$ cat config.mk
export PLATFORM = sky130hd
export DESIGN_NAME = mem_ctrl
export DESIGN_NICKNAME = d
export VERILOG_FILES = /design/src/rtl/mem_ctrl_pkg.sv /design/src/rtl/mem_ctrl.sv
export SDC_FILE = /design/constraint.sdc
export NUM_CORES = 1
export LEC_CHECK = 0
export CAP_MARGIN = 20
export CORE_MARGIN = 8
export CORE_UTILIZATION = 52
export DETAILED_ROUTE_END_ITERATION = 8
export PLACE_DENSITY = 0.88
export SYNTH_ARGS = -nofsm -noshare
export SYNTH_HDL_FRONTEND = slang
export SYNTH_SLANG_ARGS = --single-unit
$ cat constraint.sdc
create_clock -name clk -period 4.8 [get_ports clk]
set_input_delay 0.96 -clock clk [delete_from_list [all_inputs] [get_ports clk]]
set_output_delay 0.96 -clock clk [all_outputs]
set_load 0.01 [all_outputs]
$ cat src/rtl/mem_ctrl_pkg.sv
// Shared types, constants and helpers for the byte-serial memory controller.
// Imported by mem_ctrl.
package mem_ctrl_pkg;

  typedef enum logic [1:0] {
    IDLE  = 2'd0,
    READ  = 2'd1,
    WRITE = 2'd2,
    DONE  = 2'd3
  } state_t;

  typedef enum logic {
    SRC_IC = 1'b0,
    SRC_LS = 1'b1
  } src_t;

  localparam logic [1:0] SIZE_BYTE = 2'b00;
  localparam logic [1:0] SIZE_HALF = 2'b01;
  localparam logic [1:0] SIZE_WORD = 2'b10;

  localparam logic [31:0] IO_BASE = 32'h0003_0000;
  localparam logic [31:0] IO_SPAN = 32'd8;

  localparam logic TRUE  = 1'b1;
  localparam logic FALSE = 1'b0;

  localparam int ADDR_W_DEFAULT = 18;

  // Byte count for a load/store size code; the illegal code 11 behaves as a word.
  function automatic logic [2:0] size_to_n(input logic [1:0] size);
    logic [2:0] n;
    case (size)
      SIZE_BYTE: n = 3'd1;
      SIZE_HALF: n = 3'd2;
      SIZE_WORD: n = 3'd4;
      default:   n = 3'd4;
    endcase
    return n;
  endfunction

  function automatic logic is_io(input logic [31:0] addr);
    return (addr >= IO_BASE) && (addr < IO_BASE + IO_SPAN);
  endfunction

  function automatic logic [7:0] byte_sel(input logic [31:0] word, input logic [1:0] idx);
    return word[{idx, 3'b000} +: 8];
  endfunction

endpackage

$ cat src/rtl/mem_ctrl.sv
// Byte-serial memory controller: arbitrates instruction-fetch and load/store
// requests and sequences them as single-byte accesses on the 8-bit RAM/IO bus.
module mem_ctrl
  import mem_ctrl_pkg::*;
#(
  parameter int ADDR_W = ADDR_W_DEFAULT
) (
  input  logic        clk,
  input  logic        rst,
  input  logic        rdy,
  input  logic        ic_rn,
  input  logic [31:0] ic_addr,
  output logic        ic_ready,
  output logic [31:0] ic_value,
  input  logic        ls_rn,
  input  logic        ls_wn,
  input  logic [31:0] ls_addr,
  input  logic [1:0]  ls_size,
  input  logic [31:0] ls_wdata,
  output logic        ls_ready,
  output logic [31:0] ls_rdata,
  input  logic [7:0]  mem_din,
  output logic [7:0]  mem_dout,
  output logic [31:0] mem_a,
  output logic        mem_wr,
  input  logic        io_buffer_full
);

  localparam logic [31:0] ADDR_MASK =
    (ADDR_W >= 32) ? 32'hFFFF_FFFF : ((32'd1 << ADDR_W) - 32'd1);

  state_t      state_reg, state_next;
  src_t        src_reg, src_next;
  logic [31:0] base_reg, base_next;
  logic [2:0]  n_reg, n_next;
  logic [31:0] wdata_reg, wdata_next;
  logic [2:0]  issue_idx_reg, issue_idx_next;
  logic [2:0]  cap_idx_reg, cap_idx_next;
  logic        pend1_reg, pend1_next;
  logic        pend2_reg, pend2_next;
  logic        resume_reg, resume_next;
  logic [31:0] asm_reg, asm_next;
  logic [31:0] mem_a_reg, mem_a_next;
  logic [7:0]  mem_dout_reg, mem_dout_next;
  logic        mem_wr_reg, mem_wr_next;
  logic        ic_ready_reg, ic_ready_next;
  logic [31:0] ic_value_reg, ic_value_next;
  logic        ls_ready_reg, ls_ready_next;
  logic [31:0] ls_rdata_reg, ls_rdata_next;

  logic        req_any;
  logic [31:0] req_addr;
  logic [2:0]  req_n;
  src_t        req_src;
  logic [31:0] issue_addr;
  logic [31:0] resume_addr;

  assign issue_addr  = base_reg + {29'd0, issue_idx_reg};
  assign resume_addr = base_reg + {29'd0, cap_idx_reg};

  // Store beats load beats fetch; both LSU requests share the LS address/size.
  always_comb begin
    req_any = ls_wn | ls_rn | ic_rn;
    if (ls_wn || ls_rn) begin
      req_addr = ls_addr;
      req_n    = size_to_n(ls_size);
      req_src  = SRC_LS;
    end else begin
      req_addr = ic_addr;
      req_n    = 3'd4;
      req_src  = SRC_IC;
    end
  end

  always_comb begin
    state_next     = state_reg;
    src_next       = src_reg;
    base_next      = base_reg;
    n_next         = n_reg;
    wdata_next     = wdata_reg;
    issue_idx_next = issue_idx_reg;
    cap_idx_next   = cap_idx_reg;
    pend1_next     = pend1_reg;
    pend2_next     = pend2_reg;
    resume_next    = resume_reg;
    asm_next       = asm_reg;
    mem_a_next     = mem_a_reg;
    mem_dout_next  = mem_dout_reg;
    mem_wr_next    = FALSE;
    ic_ready_next  = FALSE;
    ic_value_next  = ic_value_reg;
    ls_ready_next  = FALSE;
    ls_rdata_next  = ls_rdata_reg;

    if (!rdy) begin
      resume_next = TRUE;
    end else begin
      resume_next = FALSE;
      unique case (state_reg)
        IDLE: begin
          if (req_any) begin
            src_next     = req_src;
            base_next    = req_addr;
            n_next       = req_n;
            wdata_next   = ls_wdata;
            cap_idx_next = 3'd0;
            asm_next     = 32'd0;
            pend2_next   = FALSE;
            mem_a_next   = req_addr & ADDR_MASK;
            // The accept edge already issues byte 0.
            if (ls_wn) begin
              state_next = WRITE;
              pend1_next = FALSE;
              if (is_io(req_addr) && io_buffer_full) begin
                issue_idx_next = 3'd0;
              end else begin
                mem_dout_next  = ls_wdata[7:0];
                mem_wr_next    = TRUE;
                issue_idx_next = 3'd1;
              end
            end else begin
              state_next     = READ;
              pend1_next     = TRUE;
              issue_idx_next = 3'd1;
            end
          end
        end

        READ: begin
          if (resume_reg) begin
            // Data in the RAM pipeline is stale after a pause: re-request from
            // the first uncaptured byte and skip capture this edge.
            mem_a_next     = resume_addr & ADDR_MASK;
            issue_idx_next = cap_idx_reg + 3'd1;
            pend1_next     = TRUE;
            pend2_next     = FALSE;
          end else begin
            pend2_next = pend1_reg;
            if (issue_idx_reg < n_reg) begin
              mem_a_next     = issue_addr & ADDR_MASK;
              issue_idx_next = issue_idx_reg + 3'd1;
              pend1_next     = TRUE;
            end else begin
              pend1_next = FALSE;
            end
            if (pend2_reg) begin
              asm_next[{cap_idx_reg[1:0], 3'b000} +: 8] = mem_din;
              cap_idx_next = cap_idx_reg + 3'd1;
              if (cap_idx_reg == n_reg - 3'd1) begin
                state_next = DONE;
                if (src_reg == SRC_IC) begin
                  ic_value_next = asm_next;
                  ic_ready_next = TRUE;
                end else begin
                  ls_rdata_next = asm_next;
                  ls_ready_next = TRUE;
                end
              end
            end
          end
        end

        WRITE: begin
          if (issue_idx_reg < n_reg) begin
            mem_a_next = issue_addr & ADDR_MASK;
            if (!(is_io(issue_addr) && io_buffer_full)) begin
              mem_dout_next  = byte_sel(wdata_reg, issue_idx_reg[1:0]);
              mem_wr_next    = TRUE;
              issue_idx_next = issue_idx_reg + 3'd1;
            end
          end else begin
            state_next    = DONE;
            ls_ready_next = TRUE;
          end
        end

        DONE: begin
          state_next = IDLE;
        end

        default: state_next = IDLE;
      endcase
    end
  end

  always_ff @(posedge clk) begin
    if (rst) begin
      state_reg     <= IDLE;
      src_reg       <= SRC_IC;
      base_reg      <= 32'd0;
      n_reg         <= 3'd0;
      wdata_reg     <= 32'd0;
      issue_idx_reg <= 3'd0;
      cap_idx_reg   <= 3'd0;
      pend1_reg     <= FALSE;
      pend2_reg     <= FALSE;
      resume_reg    <= FALSE;
      asm_reg       <= 32'd0;
      mem_a_reg     <= 32'd0;
      mem_dout_reg  <= 8'd0;
      mem_wr_reg    <= FALSE;
      ic_ready_reg  <= FALSE;
      ic_value_reg  <= 32'd0;
      ls_ready_reg  <= FALSE;
      ls_rdata_reg  <= 32'd0;
    end else begin
      state_reg     <= state_next;
      src_reg       <= src_next;
      base_reg      <= base_next;
      n_reg         <= n_next;
      wdata_reg     <= wdata_next;
      issue_idx_reg <= issue_idx_next;
      cap_idx_reg   <= cap_idx_next;
      pend1_reg     <= pend1_next;
      pend2_reg     <= pend2_next;
      resume_reg    <= resume_next;
      asm_reg       <= asm_next;
      mem_a_reg     <= mem_a_next;
      mem_dout_reg  <= mem_dout_next;
      mem_wr_reg    <= mem_wr_next;
      ic_ready_reg  <= ic_ready_next;
      ic_value_reg  <= ic_value_next;
      ls_ready_reg  <= ls_ready_next;
      ls_rdata_reg  <= ls_rdata_next;
    end
  end

  assign mem_a    = mem_a_reg;
  assign mem_dout = mem_dout_reg;
  assign mem_wr   = mem_wr_reg;
  assign ic_ready = ic_ready_reg;
  assign ic_value = ic_value_reg;
  assign ls_ready = ls_ready_reg;
  assign ls_rdata = ls_rdata_reg;

endmodule

==> Implementation_results.wiki <==
{| class="wikitable"
! Metric !! Value
|-
| Floorplan die height || 158.7 µm
|-
| Post_cts resized || 0
|-
| Most common cell in the netlist || sky130_fd_sc_hd__dfxtp_1
|-
| Worst Setup Start Kind || flip-flop
|-
| Post-synthesis sequential element count || 218
|-
| Fin Setup TNS || 0 ns
|-
| CP Data Required Time || 5.16 ns
|-
| Area after detailed placement || 0.01292 mm²
|-
| Placed wire-length estimate || 23.78 mm
|-
| NumNets Final || 1591
|-
| Core Region || 0.02010 mm²
|-
| Total power after layout || 4.456 mW
|-
| First drt pass iteration count || 5
|-
| Clock input transition at the sequential cells of the worst setup and hold paths || 0.06 ns
|-
| Relative slew slack || 33.24%
|-
| DIE AREA || 0.02519 mm²
|-
| Boundary Pins || 220
|-
| Overall global routing resource usage || 24.89%
|-
| Unique cell type count in the Yosys netlist || 61
|-
| CTS tree || built
|-
| Critical path data arrival time || 4.21 ns
|-
| Clock latency reported for the late side of the worst-skew pair || 0.50 ns
|-
| CTS Root Buffer Type || sky130_fd_sc_hd__clkbuf_16
|-
| Setup repair after global routing missed its margin || false
|-
| Synth warnings || 0
|-
| Fin. max-slew vios || 0
|-
| Crit path max-delay cell type || sky130_fd_sc_hd__a2111oi_0
|-
| Routed wire length per instance || 18.80 µm
|-
| Top delay family on crit path || compound AO/OA/AOI/OAI gates
|-
| Outcome || finished clean
|-
| DRC violation total after the first TritonRoute iteration || 754
|-
| Switch Pwr || 1.246 mW
|-
| Synthesized net count || 1425
|-
| Critical path cell sequence || buf_4, inv_1, fa_1, nand2b_1, a2111oi_0, mux2i_1, nand4_1, a2111oi_4, nand4_1, buf_4, a21oi_1, a311oi_2
|-
| Post-CTS setup repair buffer count || 0
|-
| Worst hold slack || 0.4514 ns
|-
| Maximum number of pins on one net before global-route repair || 123
|-
| Residual overflow from global routing || 0
|-
| Placer's final routability congestion estimate || 1.041
|-
| Mean Syn Cell Area || 8.211 µm²
|-
| Maximum fanout along the worst path || 16
|-
| Fraction of power spent switching nets || 27.96%
|-
| P_int || 3.210 mW
|-
| Vias in the first global route || 9924
|-
| Max Fclk || 0.2601 GHz
|-
| Number of nets still failing antenna checks after routing || 0
|-
| Total via count in the routed design || 10337
|-
| Slowest Stage Delay on Critical Path || 0.70 ns
|-
| Routed WL || 32.67 mm
|-
| Combinational Power Share || 17.6%
|-
| Power Density || 326.6 mW/mm²
|-
| Number of buffer cells added on primary ports || 219
|-
| EDFF count, synth || 0
|-
| Leakage dissipation || 4.697 nW
|-
| Post-synthesis sequential area ratio || 41.20%
|-
| Most instantiated cells after synthesis || sky130_fd_sc_hd__dfxtp_1, sky130_fd_sc_hd__nor2_1, sky130_fd_sc_hd__a21oi_1
|-
| Worst-margin pin slew || 0.9977 ns
|-
| Number of instances in the synthesized netlist || 1290
|-
| Synth top area share || 41.20%
|-
| Initial core utilization || 52.69%
|-
| Vias per cell || 5.948
|-
| Count of standard-cell rows || 52
|-
| Primary flip-flop cell chosen by synthesis mapping || sky130_fd_sc_hd__dfxtp_1
|-
| Cell area after synthesis || 0.01059 mm²
|-
| Most area-consuming cells after synthesis || sky130_fd_sc_hd__dfxtp_1, sky130_fd_sc_hd__nor2_1, sky130_fd_sc_hd__a21oi_1, sky130_fd_sc_hd__a211oi_1, sky130_fd_sc_hd__nand2_1
|-
| Share of the clock period used by the worst path || 80.09%
|-
| H-Tree Depth || 1
|-
| Final design instance area without fill || 0.01364 mm²
|-
| Worst ir drop on vdd || 0.2301 mV
|-
| Final count of hold timing violations || 0
|-
| Max cap viols || 0
|-
| Worst min-delay path class || reg2reg
|-
| Inserted Clock Buffers || 23
|-
| Die width || 158.7 µm
|-
| Largest clock skew in the final design || 0.01098 ns
|-
| Tmin final || 3.844 ns
|-
| Critical path class || reg2reg
|-
| DRC errors left || 0
|-
| Antenna violations before repair || 0
|-
| Global-route wire length before repair || 53.04 mm
|-
| Hold-fix buffers at CTS || 0
|-
| Clock share of power || 37.1%
|-
| Sequential Power Share || 45.3%
|-
| Clock sink count || 218
|-
| Share of final-layout standard cells stronger than drive strength 1 || 5.858%
|-
| Post-synthesis cell type with the largest combined area || sky130_fd_sc_hd__dfxtp_1
|-
| Clock tree buffer depth || 3
|-
| Setup violators final || 0
|-
| Filler cells || 1573
|-
| Crit. End Element || flip-flop
|-
| Buf+Inv Stages, Crit Path || 3
|-
| Signed area change from the synthesized netlist to the final layout || 28.77%
|-
| Fraction of registers with async set/reset || 0%
|-
| Number of antenna diodes || 0
|-
| Register-to-Register Setup Slack || 0.96 ns
|}
[layer usage]
metal / up-vias / share of wire (%) / track usage, %
met5: - / 0 / 0
li1: 4983 / - / -
met4: 0 / 3.7 / 9.784
met1: 4834 / 41 / 31.35
met2: 441 / 47 / 40.93
met3: 79 / 8.4 / 5.326
[stage by stage]
| stage | worst slack (ns) | utilization, % | instances |
|---|---|---|---|
| after global routing | 0.5881 | 67.85 | 1738 |
| after floorplan | 1.381 | - | 1290 |
| after detailed placement | 0.9485 | 64.25 | 1699 |
| after global placement | 1.098 | 64.20 | 1698 |
| final | 0.9557 | 67.85 | 1738 |
| after CTS | 0.9869 | 67.65 | 1736 |
[final cells by class]
class	count	area [µm²]	share of cell area (%)
multi-input combinational	957	5807	42.57
clock buffer	31	625.6	4.586
timing repair buffer	239	2384	17.47
sequential	218	4364	31.99
tap	270	337.8	2.477
inverter	17	63.81	0.4678
clock inverter	6	58.81	0.4311
[placed cells by master, fill, tap and decap left out, types with 18 or more instances in the layout]
cell type	netlist	routed
sky130_fd_sc_hd__dfxtp_1	218	218
sky130_fd_sc_hd__clkdlybuf4s50_1	0	218
sky130_fd_sc_hd__nor2_1	209	207
sky130_fd_sc_hd__a21oi_1	139	139
sky130_fd_sc_hd__nand2_1	123	123
sky130_fd_sc_hd__a211oi_1	84	84
sky130_fd_sc_hd__o21ai_0	46	46
sky130_fd_sc_hd__nor2b_1	40	40
sky130_fd_sc_hd__mux2i_1	26	26
sky130_fd_sc_hd__clkbuf_16	0	23
sky130_fd_sc_hd__ha_1	20	20
sky130_fd_sc_hd__nor3_1	20	19
sky130_fd_sc_hd__and2_1	18	18
sky130_fd_sc_hd__nand4_1	18	18
[power groups by stage]
stage          combinational, mW  sequential [mW]  clock [mW]
2_1_floorplan              0.490             2.01           0
3_3_place_gp               0.757             2.05           0
3_5_place_dp               0.771             2.05           0
4_1_cts                    0.778             2.01        1.68
5_1_grt                    0.858             2.03        1.76
6_report                   0.785             2.02        1.65
[worst paths after layout]
kind	depth (start not counted)	to	startpoint
setup / recovery	12	mem_dout[6]	issue_idx_reg[1]
hold / removal	2	mem_a[8]	mem_a[8]
setup reg to reg	12	mem_dout[6]	issue_idx_reg[1]
hold reg to reg	2	mem_a[8]	mem_a[8]
[worst register-to-register path, cell delays in order, from the launching register on]
cell	delay, ns
sky130_fd_sc_hd__dfxtp_1	0.31
sky130_fd_sc_hd__buf_4	0.22
sky130_fd_sc_hd__inv_1	0.12
sky130_fd_sc_hd__fa_1	0.46
sky130_fd_sc_hd__nand2b_1	0.20
sky130_fd_sc_hd__a2111oi_0	0.70
sky130_fd_sc_hd__mux2i_1	0.26
sky130_fd_sc_hd__nand4_1	0.14
sky130_fd_sc_hd__a2111oi_4	0.40
sky130_fd_sc_hd__nand4_1	0.30
sky130_fd_sc_hd__buf_4	0.33
sky130_fd_sc_hd__a21oi_1	0.20
sky130_fd_sc_hd__a311oi_2	0.07
[cells by family after synthesis]
group / synth area share (%)
DFF: 41.20
muxes: 4.689
adders and majority gates: 2.740
and+or+nand+nor: 22.05
AOI/OAI and AO/OA: 23.64
buffers and inverters: 4.193
xor gates and xnor gates: 1.488
Note: power is estimated with default switching activity, not from simulation.
